`config.mk`:
```
export PLATFORM = sky130hd
export DESIGN_NAME = seq_divider_5bit_flat
export DESIGN_NICKNAME = d
export VERILOG_FILES = /design/src/rtl/seq_divider_5bit_if.sv /design/src/rtl/seq_divider_5bit.sv /design/src/flat_wrapper.sv
export SDC_FILE = /design/constraint.sdc
export NUM_CORES = 1
export LEC_CHECK = 0
export CORE_ASPECT_RATIO = 0.7
export CORE_MARGIN = 2
export CORE_UTILIZATION = 52
export DETAILED_ROUTE_END_ITERATION = 6
export PLACE_DENSITY = 0.8
export SYNTH_ARGS = -nofsm -noshare
export SYNTH_HDL_FRONTEND = slang
export SYNTH_SLANG_ARGS = --single-unit
export TNS_END_PERCENT = 1
```
`constraint.sdc`:
```
create_clock -name clk -period 2.81 [get_ports clk]
set_input_delay 0.562 -clock clk [delete_from_list [all_inputs] [get_ports clk]]
set_output_delay 0.562 -clock clk [all_outputs]
set_load 0.02 [all_outputs]
```
`src/rtl/seq_divider_5bit_if.sv`:
```
// Start/done handshake and operand/result bus for seq_divider_5bit.
// master: requester (start, dividend, divisor); slave: divider (busy, done, results).
interface seq_divider_5bit_if #(
    parameter int WIDTH = 5
);
    logic             start;
    logic [WIDTH-1:0] dividend;
    logic [WIDTH-1:0] divisor;
    logic             busy;
    logic             done;
    logic [WIDTH-1:0] quotient;
    logic [WIDTH-1:0] remainder;
    logic             div_by_zero;

    modport master (
        output start,
        output dividend,
        output divisor,
        input  busy,
        input  done,
        input  quotient,
        input  remainder,
        input  div_by_zero
    );

    modport slave (
        input  start,
        input  dividend,
        input  divisor,
        output busy,
        output done,
        output quotient,
        output remainder,
        output div_by_zero
    );
endinterface

```
`src/rtl/seq_divider_5bit.sv`:
```
// Sequential unsigned restoring divider, one trial subtraction per cycle.
// Ports: clk, rst_n (async active-low), bus (slave: start/operands in, busy/done/results out).
module seq_divider_5bit #(
    parameter int WIDTH = 5
) (
    input  logic                clk,
    input  logic                rst_n,
    seq_divider_5bit_if.slave   bus
);

    localparam int CW = (WIDTH > 2) ? $clog2(WIDTH) : 1;
    localparam logic [CW-1:0] LAST = CW'(WIDTH - 1);

    typedef enum logic [1:0] {
        IDLE = 2'd0,
        RUN  = 2'd1,
        DONE = 2'd2
    } state_t;

    state_t           state_q, state_d;
    logic [WIDTH-1:0] q_q, q_d;
    logic [WIDTH-1:0] d_q, d_d;
    // The partial remainder's top bit is always zero between iterations
    // (R < D after each step), so only the low WIDTH bits are stored.
    logic [WIDTH-1:0] r_q, r_d;
    logic [CW-1:0]    cnt_q, cnt_d;
    logic             dbz_pend_q, dbz_pend_d;
    logic [WIDTH-1:0] quot_q, quot_d;
    logic [WIDTH-1:0] rem_q, rem_d;
    logic             dbz_q, dbz_d;
    logic             busy_q, busy_d;
    logic             done_q, done_d;

    // Trial subtraction: {R, Q msb} - {0, D} as add of ~{0, D} with carry-in 1.
    logic [WIDTH:0]   shifted;
    logic [WIDTH+1:0] sum;
    logic             no_borrow;
    logic             unused_sum_msb;

    assign shifted   = {r_q, q_q[WIDTH-1]};
    assign sum       = {1'b0, shifted} + {1'b0, ~{1'b0, d_q}} + (WIDTH+2)'(1);
    assign no_borrow = sum[WIDTH+1];
    // When there is no borrow the difference fits in WIDTH bits.
    assign unused_sum_msb = sum[WIDTH];

    always_comb begin
        state_d    = state_q;
        q_d        = q_q;
        d_d        = d_q;
        r_d        = r_q;
        cnt_d      = cnt_q;
        dbz_pend_d = dbz_pend_q;
        quot_d     = quot_q;
        rem_d      = rem_q;
        dbz_d      = dbz_q;

        unique case (state_q)
            IDLE: begin
                if (bus.start) begin
                    state_d    = RUN;
                    q_d        = bus.dividend;
                    d_d        = bus.divisor;
                    r_d        = '0;
                    cnt_d      = '0;
                    dbz_pend_d = (bus.divisor == '0);
                end
            end
            RUN: begin
                q_d   = {q_q[WIDTH-2:0], no_borrow};
                r_d   = no_borrow ? sum[WIDTH-1:0] : shifted[WIDTH-1:0];
                cnt_d = cnt_q + CW'(1);
                if (cnt_q == LAST) begin
                    state_d = DONE;
                    cnt_d   = '0;
                    quot_d  = q_d;
                    rem_d   = r_d;
                    dbz_d   = dbz_pend_q;
                end
            end
            DONE: begin
                state_d = IDLE;
            end
            default: begin
                state_d = IDLE;
            end
        endcase

        busy_d = (state_d == RUN);
        done_d = (state_d == DONE);
    end

    always_ff @(posedge clk or negedge rst_n) begin
        if (!rst_n) begin
            state_q    <= IDLE;
            q_q        <= '0;
            d_q        <= '0;
            r_q        <= '0;
            cnt_q      <= '0;
            dbz_pend_q <= 1'b0;
            quot_q     <= '0;
            rem_q      <= '0;
            dbz_q      <= 1'b0;
            busy_q     <= 1'b0;
            done_q     <= 1'b0;
        end else begin
            state_q    <= state_d;
            q_q        <= q_d;
            d_q        <= d_d;
            r_q        <= r_d;
            cnt_q      <= cnt_d;
            dbz_pend_q <= dbz_pend_d;
            quot_q     <= quot_d;
            rem_q      <= rem_d;
            dbz_q      <= dbz_d;
            busy_q     <= busy_d;
            done_q     <= done_d;
        end
    end

    assign bus.busy        = busy_q;
    assign bus.done        = done_q;
    assign bus.quotient    = quot_q;
    assign bus.remainder   = rem_q;
    assign bus.div_by_zero = dbz_q;

endmodule

```
`src/flat_wrapper.sv`:
```
// flat-port wrapper written by rule: the top's interface ports become plain ports
module seq_divider_5bit_flat 
#(
    parameter int WIDTH = 5
)
  (clk, rst_n, bus_start, bus_dividend, bus_divisor, bus_busy, bus_done, bus_quotient, bus_remainder, bus_div_by_zero);
  seq_divider_5bit_if #(.WIDTH(WIDTH)) bus_i ();
  input  logic clk;
  input  logic rst_n;
  input wire logic [$bits(bus_i.start)-1:0] bus_start;
  input wire logic [$bits(bus_i.dividend)-1:0] bus_dividend;
  input wire logic [$bits(bus_i.divisor)-1:0] bus_divisor;
  output wire logic [$bits(bus_i.busy)-1:0] bus_busy;
  output wire logic [$bits(bus_i.done)-1:0] bus_done;
  output wire logic [$bits(bus_i.quotient)-1:0] bus_quotient;
  output wire logic [$bits(bus_i.remainder)-1:0] bus_remainder;
  output wire logic [$bits(bus_i.div_by_zero)-1:0] bus_div_by_zero;
  assign bus_i.start = bus_start;
  assign bus_i.dividend = bus_dividend;
  assign bus_i.divisor = bus_divisor;
  assign bus_busy = bus_i.busy;
  assign bus_done = bus_i.done;
  assign bus_quotient = bus_i.quotient;
  assign bus_remainder = bus_i.remainder;
  assign bus_div_by_zero = bus_i.div_by_zero;
  seq_divider_5bit #(.WIDTH(WIDTH)) u_core (.clk(clk), .rst_n(rst_n), .bus(bus_i));
endmodule
```
==> impl_metrics.env, run 1 <==
export IMPL_cts_resized=0
export IMPL_htree_num_levels=2
export IMPL_critPathMaxFanout=9
export IMPL_core_um2=2860
export IMPL_crit_chain="inv_1 > ha_1 > inv_1 > fa_1 > a211o_1 > a21boi_4 > mux2_2 > o21ai_0"
export IMPL_crit_type="reg2reg"
export IMPL_worstSetupEndpoint="u_core.r_q[0]"
export IMPL_finalNetCount=213
export IMPL_ant_nets=0
export IMPL_avgSynthCellArea_um2=9.88
export IMPL_synth_fp_nets=182
export IMPL_critPathRequiredTime_ps=2990
export IMPL_ys_async_sr_fraction=1.00
export IMPL_root_buffer="clkbuf_8"
export IMPL_drtIter0Drc=104
export IMPL_hold_class="reg2reg"
export IMPL_clock_latency_ps=290
export IMPL_antenna_cells=0
export IMPL_reg2reg_depth=8
export IMPL_port_buffer_count=25
export IMPL_post_cts_buffers=0
export IMPL_grt_pass1_wl_mm=5.75
export IMPL_synth_cell_types=38
export IMPL_slowest_delay_ps=420
export IMPL_power_uw=2570
export IMPL_r2r_end="u_core.r_q[0]"
export IMPL_cts_tree="yes"
export IMPL_antenna_found_initial=0
export IMPL_post_drt_wl_per_cell_um=14.6
export IMPL_combPwrFrac=0.518
export IMPL_power_switching_share=0.412
export IMPL_synth_top_area_cell="dfrtp_1"
export IMPL_slew_headroom=0.572
export IMPL_remaining_drc_errors=0
export IMPL_vias_per_cell=5.46
export IMPL_rows=16
export IMPL_totalWireLength_mm=3.35
export IMPL_clock_sinks=34
export IMPL_syn_area_um2=1590
export IMPL_synthTopCellsByArea="dfrtp_1, nand2_1, ha_1, o21ai_0, inv_1"
export IMPL_r2r_start="u_core.q_q[4]"
export IMPL_r2r_setup_slack_ps=420
export IMPL_crit_arrival_ps=2570
export IMPL_status="completed"
export IMPL_gr_total_overflow=0
export IMPL_hold_viol_final=0
export IMPL_vias=1251
export IMPL_clock_path_buffers=2
export IMPL_dr_pass1_iters=4
export IMPL_max_freq_mhz=418
export IMPL_cts_buffers=5
export IMPL_clk_pin_slew_worst_paths_ps=60
export IMPL_grt_pass1_vias=1277
export IMPL_synth_edf_count=0
export IMPL_track_usage=0.218
export IMPL_power_internal_uw=1510
export IMPL_yosys_warnings=0
export IMPL_pwr_share_clk=0.144
export IMPL_skew_ps=7.38
export IMPL_finalMaxSlewViolations=0
export IMPL_syn_inst=161
export IMPL_end_kind="flip-flop"
export IMPL_fin_setup_tns_ps=0
export IMPL_dieArea_um2=3520
export IMPL_die_h_um=50.3
export IMPL_drive_gt1_frac=0.0984
export IMPL_place_congestion=0.848
export IMPL_ys_flop_type="dfrtp_1"
export IMPL_rsz0062_at_grt="no"
export IMPL_worst_slew_pin_slew_ps=640
export IMPL_start_kind="flip-flop"
export IMPL_period_minus_slack_ps=2390
export IMPL_cpMaxStageDelayCell="fa_1"
export IMPL_cap_viol_max_count=0
export IMPL_pin_count=26
export IMPL_initial_core_util=0.556
export IMPL_crit_start="u_core.q_q[4]"
export IMPL_seq_power_share=0.337
export IMPL_setup_viol=0
export IMPL_die_w_um=70.1
export IMPL_syn2layout_area_growth_pct=24.8
export IMPL_grt_max_degree=35
export IMPL_yosys_register_bits=34
export IMPL_p_per_area_nw_per_um2=1290
export IMPL_cpMostUsedCell="inv_1"
export IMPL_power_leakage_uw=0.000924
export IMPL_synth_top_area_share=0.535
export IMPL_cts_hold_buf=0
export IMPL_hpwl_mm=2.45
export IMPL_ys_seq_area_frac=0.535
export IMPL_vdd_drop_max_uv=681
export IMPL_switching_power_uw=1060
export IMPL_timing_final_crit_share=0.851
-- logic make-up (layout without fill, tap and decap cells) --
family                     after synthesis  after routing  synth area share
and+or+nand+nor                         67             67             0.194
DFF                                     34             34             0.535
AOI/OAI and AO/OA                       33             33             0.136
buffers and inverters                   14             46            0.0354
adders and majority gates                8              8            0.0677
muxes                                    4              4            0.0268
xor gates and xnor gates                 1              1           0.00551
-- layer usage --
metal | GRT usage | part of all wire | up-vias
met4 | 0.0897 | 0.011 | 0
met3 | 0.0703 | 0.075 | 5
met1 | 0.273 | 0.46 | 597
met2 | 0.354 | 0.46 | 39
met5 | 0 | 0 | -
li1 | - | - | 610
-- per-stage QoR --
| stage | hold WS, ps | instances | worst slack (ps) | instance area (um2) | utilization |
|---|---|---|---|---|---|
| after floorplan | 266 | 161 | 696 | 1590 | - |
| after global placement | 456 | 221 | 606 | 1890 | 0.660 |
| after detailed placement | 459 | 221 | 441 | 1890 | 0.660 |
| after CTS | 476 | 229 | 426 | 1980 | 0.693 |
| after global routing | 512 | 229 | 289 | 1980 | 0.693 |
| final | 472 | 229 | 420 | 1980 | 0.693 |
-- registers in the layout (all words and copies together), names as in the netlist, 2 cells and up --
signal                count
u_core.bus.quotient       5
u_core.bus.remainder      5
u_core.cnt_q              3
u_core.d_q                5
u_core.q_q                5
u_core.r_q                5
u_core.state_q            2
-- cell type report --
cell class / count / area [um2]
clock buffer: 6 / 82.6
timing repair buffer: 28 / 273
tap: 36 / 45.0
inverter: 10 / 37.5
fill: 221 / 878
sequential: 34 / 851
clock inverter: 2 / 12.5
multi-input combinational: 113 / 683
-- cells in the mapped netlist, types with 2 or more instances --
master,number
nand2_1,44
dfrtp_1,34
o21ai_0,16
inv_1,9
ha_1,7
nor2_1,7
a31oi_1,3
clkbuf_1,3
a21oi_1,2
mux2_2,2
mux2i_1,2
nand2b_1,2
nand3b_1,2
nor3_1,2
nor4b_1,2
o31ai_1,2
-- how the worst min path moves through the flow --
stage | cells after the start | end | from | slack, ps
after detailed placement | 2 | u_core.bus.div_by_zero | u_core.dbz_pend_q | 460
after global placement | 2 | u_core.bus.div_by_zero | u_core.dbz_pend_q | 460
after floorplan | 0 | u_core.bus.busy | rst_n | 270
final | 2 | u_core.bus.div_by_zero | u_core.dbz_pend_q | 470
after CTS | 2 | u_core.bus.div_by_zero | u_core.dbz_pend_q | 480
after global routing | 2 | u_core.bus.quotient[1] | u_core.bus.quotient[1] | 510
-- critical path, delay by kind of cell, from the launching register on --
kind                     cells  cell delay (ps)
AO/OA/AOI/OAI                3              820
adder cells (fa/ha/maj)      2              580
multiplexers                 1              390
flip-flops                   1              360
buffers and inverters        2              140
-- layout by cell type, fill, tap and decap left out, types with 2 or more instances in the layout --
cell type	instances
nor3_1	2
nand3b_1	2
nand2b_1	2
o21ai_0	16
nor4b_1	2
clkbuf_8	6
ha_1	7
inv_1	9
nor2_1	7
o31ai_1	2
clkdlybuf4s50_1	25
mux2i_1	2
a21oi_1	2
nand2_1	44
mux2_2	2
a31oi_1	3
buf_4	3
dfrtp_1	34
-- power groups by stage --
stage          Combinational [uW]  Clock, uW  Sequential [uW]
2_1_floorplan                 818          0              948
3_3_place_gp                 1270          0              861
3_5_place_dp                 1340          0              870
4_1_cts                      1340        377              864
5_1_grt                      1490        403              891
6_report                     1330        370              866
(Power assumes the default switching activity.)
==> run 2: changes to the inputs <==
--- a/config.mk
+++ b/config.mk
@@ -5,7 +5,7 @@
 export SDC_FILE = /design/constraint.sdc
 export NUM_CORES = 1
 export LEC_CHECK = 0
-export CORE_ASPECT_RATIO = 0.7
+export CORE_ASPECT_RATIO = 1.2
 export CORE_MARGIN = 2
 export CORE_UTILIZATION = 52
 export DETAILED_ROUTE_END_ITERATION = 6
==> run 2 against run 1 <==
Register-to-register slack better by 60 ps. Critical path type unchanged. Clock skew about the same. Sequential power about the same. Critical endpoint is now u_core.bus.remainder[0]. Wire length down 3.1%.
==> impl_metrics.env, run 2 (synthesis gave the netlist of run 1 again) <==
export IMPL_status="completed"
export IMPL_crit_arrival_ps=2590
export IMPL_hold_viol_final=0
export IMPL_reg2reg_depth=8
export IMPL_period_minus_slack_ps=2330
export IMPL_cts_hold_buf=0
export IMPL_final_cell_mix="nand2_1, dfrtp_1, clkdlybuf4s50_1"
export IMPL_post_cts_buffers=0
export IMPL_pin_count=26
export IMPL_r2r_setup_slack_ps=480
export IMPL_clock_path_buffers=2
export IMPL_clk_pin_slew_worst_paths_ps=110
export IMPL_grt_pass1_vias=1210
export IMPL_totalWireLength_mm=3.24
export IMPL_wl_met2_mm=1.63
export IMPL_final_cells=229
export IMPL_setup_viol=0
export IMPL_r2r_end="u_core.bus.remainder[0]"
export IMPL_vias=1260
export IMPL_r2r_start="u_core.q_q[4]"
export IMPL_top_layer="met4"
export IMPL_start_kind="flip-flop"
export IMPL_crit_type="reg2reg"
export IMPL_wl_met1_mm=1.36
export IMPL_place_inst=221
export IMPL_critPathRequiredTime_ps=3070
export IMPL_cap_viol_max_count=0
export IMPL_hold_class="reg2reg"
export IMPL_p_per_area_nw_per_um2=1280
export IMPL_antenna_cells=0
export IMPL_hold_depth=2
export IMPL_slew_headroom=0.575
export IMPL_layout_commonest_cell="nand2_1"
export IMPL_die_h_um=64.6
export IMPL_rows=22
export IMPL_critPathMaxFanout=9
export IMPL_syn2layout_area_growth_pct=23.8
export IMPL_post_drt_wl_per_cell_um=14.2
export IMPL_htree_num_levels=2
export IMPL_clock_sinks=34
export IMPL_die_w_um=54.5
export IMPL_remaining_drc_errors=0
export IMPL_vdd_drop_max_uv=704
export IMPL_cts_buffers=5
export IMPL_power_leakage_uw=0.000921
export IMPL_root_buffer="clkbuf_4"
export IMPL_fin_setup_tns_ps=0
export IMPL_drive_gt1_frac=0.0984
export IMPL_num_fill_cells=241
export IMPL_gr_total_overflow=0
export IMPL_hold_end="u_core.bus.quotient[4]"
export IMPL_worstHoldStart="u_core.bus.quotient[4]"
export IMPL_core_um2=3000
export IMPL_grt_pass1_wl_mm=5.45
export IMPL_antenna_found_initial=0
export IMPL_drtIter0Drc=25
export IMPL_track_usage=0.221
export IMPL_place_congestion=0.896
export IMPL_dieArea_um2=3520
export IMPL_ant_nets=0
export IMPL_initial_core_util=0.530
export IMPL_max_freq_mhz=429
export IMPL_grt_max_degree=35
export IMPL_port_buffer_count=25
export IMPL_timing_final_crit_share=0.830
export IMPL_rsz0062_at_grt="no"
export IMPL_finalNetCount=213
export IMPL_worst_slew_pin_slew_ps=635
export IMPL_dr_wl_met3_um=177
export IMPL_vias_per_cell=5.50
export IMPL_hpwl_mm=2.34
export IMPL_skew_ps=7.27
export IMPL_end_kind="flip-flop"
export IMPL_clock_latency_ps=350
export IMPL_finalMaxSlewViolations=0
export IMPL_cts_resized=0
export IMPL_dr_pass1_iters=4
export IMPL_cts_tree="yes"
[run 2: cell types whose count changed in the layout (fill, tap and decap cells not counted)]
cell	change
clkinv_2	-1
clkinvlp_4	-1
clkbuf_8	-3
clkbuf_4	+5
[run 2: worst max-delay path, stage by stage, from the launching register on]
cell	delay, ps
dfrtp_1	370
inv_1	80
ha_1	170
inv_1	60
fa_1	410
a211o_1	330
a21boi_4	290
mux2_2	390
o21ai_0	160
[run 2: layout make-up]
type	count	area, um2	share of cell area
timing repair buffer	28	273	0.139
inverter	10	37.5	0.0191
clock buffer	8	78.8	0.0401
tap	36	45.0	0.0229
sequential	34	851	0.432
multi-input combinational	113	683	0.347
[run 2: layer usage]
metal,global-route usage,up-vias
met5,0,-
met4,0.113,0
met3,0.0484,8
met2,0.354,44
met1,0.274,598
li1,-,610
[run 2: power by group]
group	internal, uW	leakage [uW]	total [uW]	switching, uW
Clock	171	0.0000446	339	168
Combinational	592	0.000464	1320	729
Sequential	720	0.000413	865	145
[run 2: worst max path at each step]
stage	slack, ps	endpoint	start	depth (start not counted)
2_1_floorplan	700	u_core.bus.remainder[0]	u_core.q_q[4]	8
3_3_place_gp	610	u_core.bus.remainder[0]	u_core.q_q[4]	8
3_5_place_dp	530	u_core.r_q[0]	u_core.q_q[4]	8
4_1_cts	510	u_core.r_q[0]	u_core.q_q[4]	8
5_1_grt	320	u_core.r_q[0]	u_core.q_q[4]	8
6_report	480	u_core.bus.remainder[0]	u_core.q_q[4]	8
[run 2: through the flow]
stage / total power, uW / util / worst slack [ps] / cell area (um2) / hold WS (ps)
final: 2520 / 0.656 / 478 / 1970 / 489
after global routing: 2730 / 0.656 / 322 / 1970 / 516
after CTS: 2540 / 0.656 / 510 / 1970 / 488
after detailed placement: 2190 / 0.630 / 526 / 1890 / 467
after global placement: 2120 / 0.630 / 615 / 1890 / 457
after floorplan: 1770 / - / 696 / 1590 / 266
